<file path="src/rtl/uart_rx_pkg.sv">
// Shared UART receiver definitions: frame width, default bit period and FSM states.
package uart_rx_pkg;

  localparam int unsigned DATA_BITS        = 8;
  localparam int unsigned DEFAULT_BAUD_DIV = 434;

  typedef enum logic [1:0] {
    IDLE  = 2'd0,
    START = 2'd1,
    DATA  = 2'd2,
    STOP  = 2'd3
  } state_t;

endpackage

</file>
<file path="src/rtl/uart_rx_if.sv">
// Byte handshake between the receiver (master) and its consumer (slave).
interface uart_rx_if;
  import uart_rx_pkg::*;

  logic [DATA_BITS-1:0] data_out;
  logic                 data_valid;
  logic                 data_ack;
  logic                 rx_busy;
  logic                 frame_err;
  logic                 overrun_err;

  modport master (
    output data_out, data_valid, rx_busy, frame_err, overrun_err,
    input  data_ack
  );

  modport slave (
    input  data_out, data_valid, rx_busy, frame_err, overrun_err,
    output data_ack
  );
endinterface

</file>
<file path="src/rtl/uart_rx_sync.sv">
// Two-flop synchroniser for the rx pin plus a delay stage for falling-edge detection.
module uart_rx_sync (
  input  logic clk,
  input  logic reset_n,
  input  logic rx,
  output logic rx_s,
  output logic start_edge
);

  logic rx_meta;
  logic rx_s_d;

  // All stages reset high so an idle line never looks like a start edge.
  always_ff @(posedge clk or negedge reset_n) begin
    if (!reset_n) begin
      rx_meta <= 1'b1;
      rx_s    <= 1'b1;
      rx_s_d  <= 1'b1;
    end else begin
      rx_meta <= rx;
      rx_s    <= rx_meta;
      rx_s_d  <= rx_s;
    end
  end

  assign start_edge = rx_s_d & ~rx_s;

endmodule

</file>
<file path="src/rtl/uart_rx.sv">
// 8N1 UART receiver: mid-bit sampling FSM, one-deep holding register, framing/overrun flags.
module uart_rx
  import uart_rx_pkg::*;
#(
  parameter int unsigned BAUD_DIV = DEFAULT_BAUD_DIV
) (
  input  logic      clk,
  input  logic      reset_n,
  input  logic      rx,
  uart_rx_if.master bus
);

  localparam int unsigned CNT_W = $clog2(BAUD_DIV);
  localparam int unsigned IDX_W = $clog2(DATA_BITS);
  localparam logic [CNT_W-1:0] HALF_CNT = CNT_W'(BAUD_DIV / 2 - 1);
  localparam logic [CNT_W-1:0] LAST_CNT = CNT_W'(BAUD_DIV - 1);
  localparam logic [IDX_W-1:0] LAST_IDX = IDX_W'(DATA_BITS - 1);

  state_t               state;
  logic [CNT_W-1:0]     cnt;
  logic [IDX_W-1:0]     idx;
  logic [DATA_BITS-1:0] shift_reg;
  logic [DATA_BITS-1:0] data_q;
  logic                 valid_q;
  logic                 busy_q;
  logic                 fe_q;
  logic                 ov_q;
  logic                 rx_s;
  logic                 start_edge;
  logic                 byte_done;

  uart_rx_sync u_sync (
    .clk        (clk),
    .reset_n    (reset_n),
    .rx         (rx),
    .rx_s       (rx_s),
    .start_edge (start_edge)
  );

  always_comb begin
    byte_done = (state == STOP) && (cnt == LAST_CNT) && rx_s;
  end

  always_ff @(posedge clk or negedge reset_n) begin
    if (!reset_n) begin
      state     <= IDLE;
      cnt       <= '0;
      idx       <= '0;
      shift_reg <= '0;
      data_q    <= '0;
      valid_q   <= 1'b0;
      busy_q    <= 1'b0;
      fe_q      <= 1'b0;
      ov_q      <= 1'b0;
    end else begin
      fe_q <= 1'b0;
      ov_q <= 1'b0;

      unique case (state)
        IDLE: begin
          if (start_edge) begin
            state  <= START;
            cnt    <= '0;
            busy_q <= 1'b1;
          end
        end
        START: begin
          if (cnt == HALF_CNT) begin
            cnt <= '0;
            idx <= '0;
            if (rx_s) begin
              state  <= IDLE;
              busy_q <= 1'b0;
            end else begin
              state <= DATA;
            end
          end else begin
            cnt <= cnt + 1'b1;
          end
        end
        DATA: begin
          if (cnt == LAST_CNT) begin
            cnt            <= '0;
            shift_reg[idx] <= rx_s;
            if (idx == LAST_IDX) begin
              state <= STOP;
            end else begin
              idx <= idx + 1'b1;
            end
          end else begin
            cnt <= cnt + 1'b1;
          end
        end
        STOP: begin
          // Leaving at mid-stop lets an immediately following start bit be caught.
          if (cnt == LAST_CNT) begin
            cnt    <= '0;
            state  <= IDLE;
            busy_q <= 1'b0;
            fe_q   <= ~rx_s;
          end else begin
            cnt <= cnt + 1'b1;
          end
        end
        default: begin
          state  <= IDLE;
          busy_q <= 1'b0;
        end
      endcase

      if (byte_done) begin
        if (!valid_q || bus.data_ack) begin
          data_q  <= shift_reg;
          valid_q <= 1'b1;
        end else begin
          ov_q <= 1'b1;
        end
      end else if (bus.data_ack) begin
        valid_q <= 1'b0;
      end
    end
  end

  assign bus.data_out    = data_q;
  assign bus.data_valid  = valid_q;
  assign bus.rx_busy     = busy_q;
  assign bus.frame_err   = fe_q;
  assign bus.overrun_err = ov_q;

endmodule

</file>
<file path="src/flat_wrapper.sv">
// flat-port wrapper written by rule: the top's interface ports become plain ports
module uart_rx_flat import uart_rx_pkg::*;
#(
  parameter int unsigned BAUD_DIV = DEFAULT_BAUD_DIV
)
  (clk, reset_n, rx, bus_data_out, bus_data_valid, bus_rx_busy, bus_frame_err, bus_overrun_err, bus_data_ack);
  uart_rx_if bus_i ();
  input  logic clk;
  input  logic reset_n;
  input  logic rx;
  output wire logic [$bits(bus_i.data_out)-1:0] bus_data_out;
  output wire logic [$bits(bus_i.data_valid)-1:0] bus_data_valid;
  output wire logic [$bits(bus_i.rx_busy)-1:0] bus_rx_busy;
  output wire logic [$bits(bus_i.frame_err)-1:0] bus_frame_err;
  output wire logic [$bits(bus_i.overrun_err)-1:0] bus_overrun_err;
  input wire logic [$bits(bus_i.data_ack)-1:0] bus_data_ack;
  assign bus_data_out = bus_i.data_out;
  assign bus_data_valid = bus_i.data_valid;
  assign bus_rx_busy = bus_i.rx_busy;
  assign bus_frame_err = bus_i.frame_err;
  assign bus_overrun_err = bus_i.overrun_err;
  assign bus_i.data_ack = bus_data_ack;
  uart_rx #(.BAUD_DIV(BAUD_DIV)) u_core (.clk(clk), .reset_n(reset_n), .rx(rx), .bus(bus_i));
endmodule
</file>
<file path="config.mk">
export PLATFORM = sky130hd
export DESIGN_NAME = uart_rx_flat
export DESIGN_NICKNAME = d
export VERILOG_FILES = /design/src/rtl/uart_rx_pkg.sv /design/src/rtl/uart_rx_if.sv /design/src/rtl/uart_rx_sync.sv /design/src/rtl/uart_rx.sv /design/src/flat_wrapper.sv
export SDC_FILE = /design/constraint.sdc
export NUM_CORES = 1
export LEC_CHECK = 0
export BUFFER_PORTS_ARGS = -buffer_cell sky130_fd_sc_hd__buf_4
export CORE_MARGIN = 2
export CORE_UTILIZATION = 62
export DETAILED_ROUTE_END_ITERATION = 7
export PLACE_DENSITY = 0.83
export SYNTH_ARGS = -nofsm -noshare
export SYNTH_HDL_FRONTEND = slang
export SYNTH_SLANG_ARGS = --single-unit
</file>
<file path="constraint.sdc">
create_clock -name clk -period 5.35 [get_ports clk]
set_input_delay 0.8025 -clock clk [delete_from_list [all_inputs] [get_ports clk]]
set_output_delay 0.8025 -clock clk [all_outputs]
set_load 0.05 [all_outputs]
</file>
==> out/metrics.cfg <==
[floorplanning]
die_w_um=57.78
die_h_um=57.78
die-area_um2=3338
num_io_pins=16
core_um2=2758
rows=19
start_util=0.6502

[min_path]
hp-class=flip-flop to flip-flop

[layout]
final_cell_mix=dfrtp_1 (34), nand2_1 (21), mux2_2 (15), buf_4 (15), nor3_1 (10)
antenna_cells=0
layout-drive-gt1-share=0.2692
syn2layout_area_growth_pct=12.49
largest_register_ffs=9
final_core_util=0.7314
final_nets=190
mostFrequentLayoutCell=dfrtp_1

[synthesis]
synth.largest_area_cell=dfrtp_1
ys_seq_area_frac=0.5185
netlist_top_cells_area=dfrtp_1 (47%), mux2_2 (9.4%), dfstp_2 (4.4%)
synth-edff-count=0
syn_area_per_cell_um2=11.00
postSynthCellCount=163
yosys_register_bits=37
synthArstFlopShare=1.000
yosysUniqueCellTypes=38
synth_warnings=0
netlist_area_um2=1793
netlist.area_leader.share=0.4745
yosys_most_used_dff=dfrtp_1
synth_nets=172

[clock_network]
htree_num_levels=2
cts_setup_buffers=0
cts_root_buf=clkbuf_4
clk_pin_slew_ns=0.11
clockBufferDepth=2
tritoncts=built
cts_hold_buffers=0
cts_resized=0
cts_made_buffers=5
worstSkewPairLatency_ns=0.36
cts_sinks=37

[timing]
period_share=0.4099
period_needed_ns=2.193
fin_hold_ws_ns=0.3654
fin_tns_setup_ns=0
clock.fmax_ghz=0.4560
fin_skew_ns=0.009896
hold_viol_final=0
slew_violations=0
setup_viol=0
maxSlewHeadroom=0.3954
max_slew.worst_pin.slew_ns=0.9000
rsz0062_at_grt=false

[worst_setup_path]
crit_fanout=8
worstPathCellList=inv_1 -> ha_1 -> and4bb_2 -> nand2_4 -> nor4b_4 -> mux2_2
cpMaxStageDelayCell=nor4b_4
crit_type=flip-flop to flip-flop
required_ns=5.59
cp_slowest_stage_delay_ns=0.57
cp-start-kind=flip-flop
critPathArrivalTime_ns=2.44
end_kind=flip-flop

[grt]
antenna_found_initial=0
grt_max_degree=38
grt_pass1_vias=1324
track_usage=0.2430
grt_overflow=0
grt_first_pass_wirelength_um=5996

[power]
peakVddDrop_mv=0.3538
powerDensity_nw_per_um2=323.1
leakagePower_nw=0.9431
p_total_uw=651.6

[detailed_routing]
drt-initial-drc-count=51
antenna_left=0
drc=0
num_vias=1288
wirelength_um=3419
viasPerCell=6.047
drtPass1Iterations=4
wl_per_cell_um=16.05

[place]
hpwl_um=2466
port_buffers=15
place.gp.congestion=0.8646

[flow_run]
drv_cap=0

[status]
status=complete, no violations

per-layer routing:
metal,part of all wire,vias to the layer above,track usage
met5,0,-,0
met4,0.022,0,0.1196
met3,0.044,9,0.04688
met2,0.50,28,0.3994
met1,0.43,636,0.3088
li1,-,615,-
final timing paths:
check / startpoint / to / cells after the start / slack [ns]
worst max register to register: u_core.cnt[1] / u_core.bus.data_out[0] / 6 / 3.16
worst min-delay path: u_core.u_sync.rx_meta / u_core.u_sync.rx_s / 0 / 0.37
min in group asynchronous: reset_n / u_core.bus.data_out[3] / 1 / 0.38
max in group asynchronous: reset_n / u_core.u_sync.rx_meta / 1 / 4.62
worst min register to register: u_core.u_sync.rx_meta / u_core.u_sync.rx_s / 0 / 0.37
worst max-delay path: u_core.cnt[1] / u_core.bus.data_out[0] / 6 / 3.16
through the flow:
step	area, µm²	instances	setup slack, ns
final	2017	213	3.157
after floorplan	1793	163	3.425
after global placement	1928	205	3.277
after detailed placement	1928	205	3.179
after CTS	2017	213	3.148
after global routing	2017	213	3.048
cells in the mapped netlist, types with 4 or more instances:
| master | instances |
|---|---|
| dfrtp_1 | 34 |
| nand2_1 | 21 |
| mux2_2 | 15 |
| nor3_1 | 10 |
| inv_1 | 8 |
| nand3_1 | 8 |
| nor2_1 | 6 |
| ha_1 | 5 |
| o21ai_0 | 5 |
| o22ai_1 | 5 |
| nand2b_1 | 4 |
| nor2b_1 | 4 |
| o31ai_1 | 4 |
critical path: cells and delay by family (launching register included):
kind	cells	cell delay (ns)
mux	1	0.40
fa+ha+maj	1	0.17
buf+inv	1	0.11
flops	1	0.41
simple gates	3	0.97
report_power, final:
| group | internal (mW) | switching (mW) |
|---|---|---|
| clock | 0.111 | 0.0937 |
| sequential | 0.306 | 0.0441 |
| combinational | 0.0428 | 0.0540 |
| total | 0.460 | 0.192 |
kinds of logic (layout without fill, tap and decap cells):
group	count (synthesis)	in the layout	synth area share
buffers and inverters	12	31	0.02582
DFF	37	37	0.5185
AOI/OAI and AO/OA	23	23	0.08444
adders and majority gates	5	5	0.03489
muxes	17	17	0.1144
and+or+nand+nor	67	67	0.2121
xor gates and xnor gates	2	2	0.009771
final cells by class:
type / instances / area [µm²]
sequential: 37 / 929.6
multi-input combinational: 114 / 817.0
fill: 191 / 740.7
timing repair buffer: 15 / 112.6
clock buffer: 6 / 51.30
tap: 31 / 38.79
clock inverter: 2 / 37.54
inverter: 8 / 30.03
Note: power is estimated with default switching activity, not from simulation.
